File: config.mk
export PLATFORM = sky130hd
export DESIGN_NAME = pipe_hazard_ctrl
export DESIGN_NICKNAME = d
export VERILOG_FILES = /design/src/rtl/pipe_hazard_ctrl.sv
export SDC_FILE = /design/constraint.sdc
export NUM_CORES = 1
export LEC_CHECK = 0
export BUFFER_PORTS_ARGS = -buffer_cell sky130_fd_sc_hd__clkbuf_2
export CORE_MARGIN = 2
export CORE_UTILIZATION = 42
export CTS_BUF_LIST = sky130_fd_sc_hd__clkbuf_8
export CTS_CLUSTER_DIAMETER = 50
export DETAILED_ROUTE_END_ITERATION = 7
export GPL_TIMING_DRIVEN = 0
export PLACE_DENSITY = 0.83
export SETUP_SLACK_MARGIN = 0.2
export SYNTH_ARGS = -nofsm -noshare
export SYNTH_HDL_FRONTEND = slang
export SYNTH_SLANG_ARGS = --single-unit
File: constraint.sdc
create_clock -name CLK -period 2.4 [get_ports CLK]
set_input_delay 0.48 -clock CLK [delete_from_list [all_inputs] [get_ports CLK]]
set_output_delay 0.48 -clock CLK [all_outputs]
set_load 0.01 [all_outputs]
File: src/rtl/pipe_hazard_ctrl.sv
// RAW hazard stall (zero latency) plus host-access FSM RUN->DRAIN(3)->HOST; host_grant registered, host holds until it drops host_req.
// Optional saturating stall counter on stall_cnt when PIPE_HAZARD_STATS_EN is defined; otherwise stall_cnt is tied to zero.
module pipe_hazard_ctrl (
  input  logic        CLK,
  input  logic        RST,
  input  logic        dec_valid,
  input  logic        dec_use_rs1,
  input  logic        dec_use_rs2,
  input  logic [4:0]  dec_rs1,
  input  logic [4:0]  dec_rs2,
  input  logic        idex_wregen,
  input  logic        exmem_wregen,
  input  logic        memwb_wregen,
  input  logic [4:0]  idex_wreg,
  input  logic [4:0]  exmem_wreg,
  input  logic [4:0]  memwb_wreg,
  input  logic        host_req,
  output logic        stall_pc,
  output logic        idex_bubble,
  output logic        host_grant,
  output logic [31:0] stall_cnt
);

  typedef enum logic [1:0] {
    RUN   = 2'd0,
    DRAIN = 2'd1,
    HOST  = 2'd2
  } state_t;

  state_t     state, state_nxt;
  logic [1:0] drain_cnt, drain_nxt;
  logic       rs1_hit, rs2_hit, raw, stall;

  // Register 0 is hardwired, so it can never be a hazard source.
  assign rs1_hit = dec_use_rs1 && (dec_rs1 != 5'd0) &&
                   ((idex_wregen  && (idex_wreg  == dec_rs1)) ||
                    (exmem_wregen && (exmem_wreg == dec_rs1)) ||
                    (memwb_wregen && (memwb_wreg == dec_rs1)));
  assign rs2_hit = dec_use_rs2 && (dec_rs2 != 5'd0) &&
                   ((idex_wregen  && (idex_wreg  == dec_rs2)) ||
                    (exmem_wregen && (exmem_wreg == dec_rs2)) ||
                    (memwb_wregen && (memwb_wreg == dec_rs2)));
  assign raw = dec_valid && (rs1_hit || rs2_hit);

  always_comb begin
    state_nxt = state;
    drain_nxt = drain_cnt;
    stall     = raw;
    case (state)
      RUN: begin
        if (host_req) begin
          state_nxt = DRAIN;
          drain_nxt = 2'd3;
          stall     = 1'b1;
        end
      end
      DRAIN: begin
        stall = 1'b1;
        if (drain_cnt <= 2'd1) begin
          state_nxt = HOST;
          drain_nxt = 2'd0;
        end else begin
          drain_nxt = drain_cnt - 2'd1;
        end
      end
      HOST: begin
        stall = 1'b1;
        if (!host_req) state_nxt = RUN;
      end
      default: begin
        state_nxt = RUN;
        drain_nxt = 2'd0;
      end
    endcase
    // During reset the pipeline sees only the plain hazard rule.
    if (RST) stall = raw;
  end

  assign stall_pc    = stall;
  assign idex_bubble = stall;

  always_ff @(posedge CLK) begin
    if (RST) begin
      state      <= RUN;
      drain_cnt  <= 2'd0;
      host_grant <= 1'b0;
    end else begin
      state      <= state_nxt;
      drain_cnt  <= drain_nxt;
      host_grant <= (state_nxt == HOST);
    end
  end

`ifdef PIPE_HAZARD_STATS_EN
  logic [31:0] cnt_q;

  always_ff @(posedge CLK) begin
    if (RST) begin
      cnt_q <= 32'd0;
    end else if (stall && (cnt_q != 32'hFFFF_FFFF)) begin
      cnt_q <= cnt_q + 32'd1;
    end
  end

  assign stall_cnt = cnt_q;
`else
  assign stall_cnt = 32'd0;
`endif

endmodule

**Word-level counts from Yosys, hierarchy flattened**

Index checks and enable logic that the tools add are counted.

- Bits in registers: 5
- Bits of input ports: 34

- $add $sub $neg: 1
- Magnitude comparators: 1
- Eq/ne operators: 10
- Muxes and demuxes: 10
- Bitwise logic cells: 1
- Reductions and logical operators: 21

Operators with widths:

| kind | count |
|---|---|
| 5-bit == test | 6 |
| 2-bit case mux with 3 select lines | 2 |
| 1-bit logical AND | 11 |
| 2-bit two-way mux | 5 |
| 5-bit nonzero test | 2 |
| 1-bit logical OR | 5 |
| 2-bit == test, second input constant | 2 |
| 2-bit by 1-bit == test with 1-bit output, second input constant | 1 |
| 2-bit by 1-bit less-or-equal comparator with 1-bit output, second input constant | 1 |
| 2-bit logical NOT | 1 |
| 1-bit two-way mux | 2 |
| 2-bit inequality test, second input constant | 1 |
| 1-bit case mux with 2 select lines | 1 |
| 2-bit AND reduction | 1 |
| 2-bit OR reduction | 1 |
| 2-bit by 1-bit subtractor with 2-bit output, second input constant | 1 |
| 1-bit inverter | 1 |

**Depth between registers and ports, before layout**

Gate-level depths: netlist (run 1).

- Depth after elaboration: 10
- Depth in mapped cells: 7

**Worst setup path before layout (run 1)**

Ideal clock, no wire load.

- Kind: input -> output
- Start point: input dec_rs1[2]
- End point: output stall_pc
- Arrival: 1.648 ns
- Path slack: 0.272 ns
- Cell stages on the path: 6
- Path buffers: 1
- Cell sequence: xor2_1 -> nor4_1 -> nand3_1 -> and3_4 -> o311ai_2 -> buf_4

- Cells in the longest elaborated chain, start to end: 10
- Elaborated cells between the ends (all ways): 16

Ends and longest elaborated chain:

| item | RTL line | RTL |
|---|---|---|
| start: declaration | 9 | `input logic [4:0] dec_rs1,` |
| 5-bit == test, on equally long branches | 36, 37 |  |
| 1-bit logical AND, on equally long branches | 36, 37 |  |
| 1-bit logical OR | 36 | `((idex_wregen && (idex_wreg == dec_rs1)) \|\|` |
| 1-bit logical OR | 37 | `(exmem_wregen && (exmem_wreg == dec_rs1)) \|\|` |
| 1-bit logical AND * | 35 | `assign rs1_hit = dec_use_rs1 && (dec_rs1 != 5'd0) &&` |
| 1-bit logical OR * | 43 | `assign raw = dec_valid && (rs1_hit \|\| rs2_hit);` |
| 1-bit logical AND * | 43 |  |
| 1-bit two-way mux | 51 | `if (host_req) begin` |
| 1-bit case mux with 2 select lines | 49 | `case (state)` |
| 1-bit two-way mux * | 76 | `if (RST) stall = raw;` |
| end: declaration | 18 | `output logic stall_pc,` |

Mark *: on every way between the ends. The rest lies on a longest branch, timed or not.

**Worst setup path in the final report (run 1)**

- Start point: input dec_rs1[4]
- End point: output stall_pc

Same word-level chain as after synthesis.

==> flow_metrics.env, run 1 <==
export IMPL_netlist_area_sq_um=942.2
export IMPL_relSlewSlack_pct=64.16
export IMPL_clock_latency_ns=0.22
export IMPL_max_vdd_ir_drop_mv=0.3955
export IMPL_timing_rr_start="state[1]$_SDFF_PP0_"
export IMPL_pin_count=69
export IMPL_yosys_area_top_type_share_pct=26.29
export IMPL_power_density_nw_per_um2=368.2
export IMPL_hold_viol=0
export IMPL_htreeDepth=1
export IMPL_synth_warnings=0
export IMPL_numClockSinks=5
export IMPL_critPathMaxFanout=4
export IMPL_setup_viol=0
export IMPL_maxCapViolCount=0
export IMPL_areaGrowthSynthToFinish_pct=50.86
export IMPL_fp_row_count=17
export IMPL_grt_pass1_wl_mm=3.601
export IMPL_post_drt_via_cell_ratio=4.378
export IMPL_fmax_mhz=423.2
export IMPL_ys_flop_type="dfxtp_1"
export IMPL_gp_congestion=0.8251
export IMPL_dp_final_hpwl_mm=1.873
export IMPL_grt_pass1_vias=850
export IMPL_yosysSeqAreaShare_pct=10.62
export IMPL_hp_class="reg2reg"
export IMPL_clkTransAtPathRegs_ns=0.03
export IMPL_slew_violations=0
export IMPL_end_kind="output port"
export IMPL_tritoncts="yes"
export IMPL_overflow=0
export IMPL_synth_edf_count=0
export IMPL_grtUsageTotal_pct=18.23
export IMPL_finalCritPeriodShare_pct=98.45
export IMPL_avgSynthCellArea_sq_um=7.786
export IMPL_dr_pass1_iters=4
export IMPL_synth_distinct_cells=25
export IMPL_cts_root_buffer="clkbuf_8"
export IMPL_crit_required_ns=1.92
export IMPL_rsz0062_at_grt="true"
export IMPL_post_drt_wl_per_cell_um=10.80
export IMPL_drt_iter0_drc=12
export IMPL_startpoint="dec_rs1[4]"
export IMPL_ctsHoldBuffers=0
export IMPL_antenna_found_initial=0
export IMPL_worst_slew_pin_slew_ns=0.5327
export IMPL_die_area_sq_um=2638
export IMPL_ys_ff_latch=5
export IMPL_hp_start="drain_cnt[0]$_SDFFE_PP0P_"
export IMPL_cellLeakagePower_nw=0.7402
export IMPL_die_w_um=51.36
export IMPL_finClkSkew_ns=0.0007114
export IMPL_vias=972
export IMPL_antenna_left=0
export IMPL_power_mw=0.5233
export IMPL_worstPathArrival_ns=1.88
export IMPL_core_sq_um=2170
export IMPL_clock_path_buffers=2
export IMPL_die_h_um=51.36
export IMPL_hold_slack_ns=0.5362
export IMPL_port_buffer_count=36
export IMPL_cts_buffers=3
export IMPL_syn_inst=121
export IMPL_crit_type="in2out"
export IMPL_layout_min_cycle_time_ns=2.363
export IMPL_n_antenna_cell=0
export IMPL_yosys_area_top_type="buf_4"
export IMPL_finalWirelength_mm=2.398
export IMPL_grt_max_degree=8
export IMPL_async_flop_share_pct=0
export IMPL_drcViolationCount=0
export IMPL_start_kind="primary input"
export IMPL_fin_nets=233
export IMPL_drive_gt1_share_pct=42.27
export IMPL_synthTopCellsByArea="buf_4 26%, xor2_1 15%, xnor2_1 13%"
export IMPL_start_util_pct=43.43
export IMPL_outcome="finished, final reports clean"
export IMPL_fin_util_pct=65.51
cells in the final DEF (no fill, tap or decap), drive strengths merged:
master and n:
buf 41, clkbuf 33, conb 32, xor2 16
xnor2 14, nand2 9, nor2 6, dfxtp 5
inv 4, nor4 4, a21oi 4, ha 4
nand3 3, o311ai 3, nor3 2, nand4 2
o22ai 2, o21ai 2, nor2b 2, or4 1
and3 1, a41oi 1, and2b 1, a2111oi 1
a22oi 1
critical path: stages:
cell	delay [ns]
buf_2	0.14
xor2_1	0.16
nor4_1	0.27
nand3_1	0.13
and3_4	0.18
o311ai_4	0.28
buf_4	0.16
buf_6	0.09
synthesized netlist by cell type (all sizes together), types with 2 or more instances:
library cell,number
nor4,4
dfxtp,5
nor2b,2
inv,3
nand3,3
nand4,2
o21ai,2
nor3,2
o311ai,3
buf,33
xor2,16
o22ai,2
a21oi,4
nand2,9
xnor2,14
ha,4
nor2,6
path summary, 6_finish.rpt:
| kind | to | depth (start not counted) | slack [ns] |
|---|---|---|---|
| setup / recovery | stall_pc | 8 | 0.04 |
| hold / removal | drain_cnt[0]$_SDFFE_PP0P_ | 2 | 0.54 |
| setup reg to reg | host_grant$_SDFF_PP0_ | 6 | 0.80 |
| hold reg to reg | drain_cnt[0]$_SDFFE_PP0P_ | 2 | 0.54 |
repair_timing:
| action | CTS | global route |
|---|---|---|
| pin swaps | 3 | 9 |
| buffers inserted | 1 | 1 |
| endpoints found under the setup margin | 2 | 2 |
| resized for setup | 11 | 13 |
layer usage:
metal | track usage (%) | wire length [um]
met3 | 3.509 | 224
met4 | 10.53 | 86
met2 | 32.05 | 1181
met5 | 0 | 0
met1 | 20.14 | 906
layout make-up:
class,count,area [sq um]
multi-input cells,111,737.0
well taps,28,35.03
inverters,3,11.26
plain buffers,33,247.7
repair buffers,38,244.0
clock buffers,3,41.29
flip-flops and latches,5,101.3
fillers,187,748.2
clock inverters,1,3.754
cells by family after synthesis:
group	Yosys count	share of synthesized area, %
AOI/OAI and AO/OA	14	11.42
xor gates and xnor gates	30	27.89
adders and majority gates	4	5.312
buffers and inverters	36	27.49
DFF	5	10.62
other	1	0.3980
and+or+nand+nor	31	16.86
state kept, by name (all words and copies together), names as in the netlist:
name,count
host_grant,1
drain_cnt,2
state,2
report_power, final:
part           switching [mW]  total [mW]  internal [mW]
registers             0.00873       0.103         0.0942
clock network          0.0426       0.152          0.110
logic                   0.132       0.268          0.136
total                   0.183       0.523          0.340
stage by stage:
stage | cells | cell area [sq um] | setup slack (ns) | setup TNS, ns
floorplan | 152 | 1059 | 0.2717 | 0
CTS | 221 | 1384 | 0.03598 | 0
global placement | 216 | 1274 | 0.001239 | 0
finish | 222 | 1421 | 0.03728 | 0
global route | 222 | 1421 | -0.03496 | -0.03496
detailed placement | 216 | 1274 | -0.08507 | -0.08507
Power figures use the tool's default switching activity.
==> run 2: changes to the inputs <==
--- a/config.mk
+++ b/config.mk
@@ -8,7 +8,7 @@
 export BUFFER_PORTS_ARGS = -buffer_cell sky130_fd_sc_hd__clkbuf_2
 export CORE_MARGIN = 2
 export CORE_UTILIZATION = 42
-export CTS_BUF_LIST = sky130_fd_sc_hd__clkbuf_8
+export CTS_BUF_LIST = sky130_fd_sc_hd__clkbuf_4 sky130_fd_sc_hd__clkbuf_8
 export CTS_CLUSTER_DIAMETER = 50
 export DETAILED_ROUTE_END_ITERATION = 7
 export GPL_TIMING_DRIVEN = 0
==> run 2 against run 1 <==
Compared with the run above: clock power down 27%; combinational power about the same; global-route usage down 0.49 points; power down 8.0%; clock-buffer cell count up 1; critical path type unchanged; setup slack better by 0.0012 ns; sequential power about the same; first-iteration DRC count up 8.3%; largest power group unchanged; critical endpoint unchanged; sequential share of layout area up 0.16 points; clock skew about the same.
==> flow_metrics.env, run 2 (synthesized netlist as in run 1, its figures left out) <==
export IMPL_grt_max_degree=8
export IMPL_grt_pass1_vias=843
export IMPL_core_sq_um=2170
export IMPL_dpl_cell_area_sq_um=1274
export IMPL_gp_congestion=0.8251
export IMPL_vias=977
export IMPL_worst_slew_pin_slew_ns=0.5266
export IMPL_fmax_mhz=423.4
export IMPL_layout_min_cycle_time_ns=2.362
export IMPL_htreeDepth=1
export IMPL_overflow=0
export IMPL_dp_final_hpwl_mm=1.873
export IMPL_power_density_nw_per_um2=342.0
export IMPL_relSlewSlack_pct=64.57
export IMPL_clkTransAtPathRegs_ns=0.04
export IMPL_grt_pass1_wl_mm=3.553
export IMPL_outcome="finished, final reports clean"
export IMPL_start_kind="primary input"
export IMPL_worstPathArrival_ns=1.88
export IMPL_end_kind="output port"
export IMPL_clock_latency_ns=0.25
export IMPL_post_drt_wl_per_cell_um=10.57
export IMPL_drcViolationCount=0
export IMPL_hold_viol=0
export IMPL_crit_required_ns=1.92
export IMPL_maxCapViolCount=0
export IMPL_n_antenna_cell=0
export IMPL_port_buffer_count=36
export IMPL_finClkSkew_ns=0.0005137
export IMPL_drive_gt1_share_pct=43.30
export IMPL_post_drt_via_cell_ratio=4.401
export IMPL_critPathMaxFanout=4
export IMPL_clock_path_buffers=2
export IMPL_setup_viol=0
export IMPL_cts_root_buffer="clkbuf_4"
export IMPL_pin_count=69
export IMPL_hp_class="in2reg"
export IMPL_areaGrowthSynthToFinish_pct=49.40
export IMPL_r2r_slack_ns=0.83
export IMPL_finalInstanceArea_sq_um=1408
export IMPL_fp_row_count=17
export IMPL_cellLeakagePower_nw=0.7322
export IMPL_dr_pass1_iters=4
export IMPL_finalWirelength_mm=2.347
export IMPL_max_vdd_ir_drop_mv=0.2760
export IMPL_tritoncts="yes"
export IMPL_routed_top_layer="met4"
export IMPL_slew_violations=0
export IMPL_fin_util_pct=64.88
export IMPL_grtUsageTotal_pct=17.74
export IMPL_start_util_pct=43.43
export IMPL_die_h_um=51.36
export IMPL_cts_buffers=3
export IMPL_top_regs="drain_cnt: 2 flops, state: 2 flops, host_grant: 1 flops"
export IMPL_fillCellCount=191
export IMPL_numClockSinks=5
export IMPL_dr_wl_met2_mm=1.174
export IMPL_final_cell_mix="35 x buf_4, 32 x conb_1, 29 x clkbuf_2"
export IMPL_crit_type="in2out"
export IMPL_rsz0062_at_grt="true"
export IMPL_fin_nets=233
export IMPL_antenna_found_initial=0
export IMPL_die_area_sq_um=2638
export IMPL_m1WireLength_um=889
export IMPL_die_w_um=51.36
export IMPL_final_common_cell="buf_4"
export IMPL_antenna_left=0
export IMPL_finalCritPeriodShare_pct=98.40
export IMPL_wl_met3_um=227
export IMPL_drt_iter0_drc=13
export IMPL_ctsHoldBuffers=0
==> run 2: cell types whose count changed in the layout (fill, tap and decap cells not counted) <==
cell	previous run	this run
clkbuf_4	0	4
clkbuf_8	3	0
dfxtp_2	1	2
dfxtp_1	4	3
inv_1	4	3
==> run 2: path summary, 6_finish.rpt <==
| path | startpoint | endpoint | cells after the start |
|---|---|---|---|
| min reg2reg | drain_cnt[0]$_SDFFE_PP0P_ | drain_cnt[0]$_SDFFE_PP0P_ | 2 |
| max | dec_rs1[3] | stall_pc | 8 |
| min | RST | state[0]$_SDFF_PP0_ | 2 |
| max reg2reg | state[0]$_SDFF_PP0_ | host_grant$_SDFF_PP0_ | 6 |
==> run 2: power by group <==
part           internal (mW)  leakage [nW]  switching, mW  total (mW)
sequential            0.0942        0.0420        0.00860       0.103
clock                 0.0743        0.0184         0.0369       0.111
combinational          0.136         0.672          0.131       0.267
==> run 2: timing repair <==
action                     CTS  global route
resized for setup           12            13
setup buffers                1             1
pin swaps                    3             9
setup endpoints to repair    2             2
==> run 2: final cells by class <==
type / instances / area (sq um) / area share (%)
multi-input combinational: 111 / 737.0 / 52.36
buffer: 33 / 247.7 / 17.60
timing repair buffer: 38 / 244.0 / 17.33
sequential: 5 / 102.6 / 7.289
tap: 28 / 35.03 / 2.489
clock buffer: 4 / 30.03 / 2.133
inverter: 3 / 11.26 / 0.8000
==> run 2: worst max-delay path, cell delays in order <==
cell and delay (ns):
clkbuf_16 0.13, xor2_1 0.15, nor4_1 0.29, nand3_1 0.13
and3_4 0.18, o311ai_4 0.29, buf_4 0.16, buf_6 0.09
==> run 2: metal layers <==
metal / vias up / global-route usage [%]
met1: 428 / 19.96
met3: 7 / 3.509
met5: - / 0
met2: 51 / 31.84
li1: 491 / -
met4: 0 / 7.895
==> run 2: through the flow <==
step | setup WS, ns | hold slack (ns) | power [mW] | TNS [ns] | cells
global route | -0.03496 | 0.5618 | 0.5139 | -0.03496 | 222
global placement | 0.001239 | 0.5204 | 0.3338 | 0 | 216
floorplan | 0.2717 | 0.4863 | 0.2662 | 0 | 152
detailed placement | -0.08507 | 0.5254 | 0.3388 | -0.08507 | 216
CTS | 0.03369 | 0.5079 | 0.4714 | 0 | 221
finish | 0.03843 | 0.5358 | 0.4815 | 0 | 222
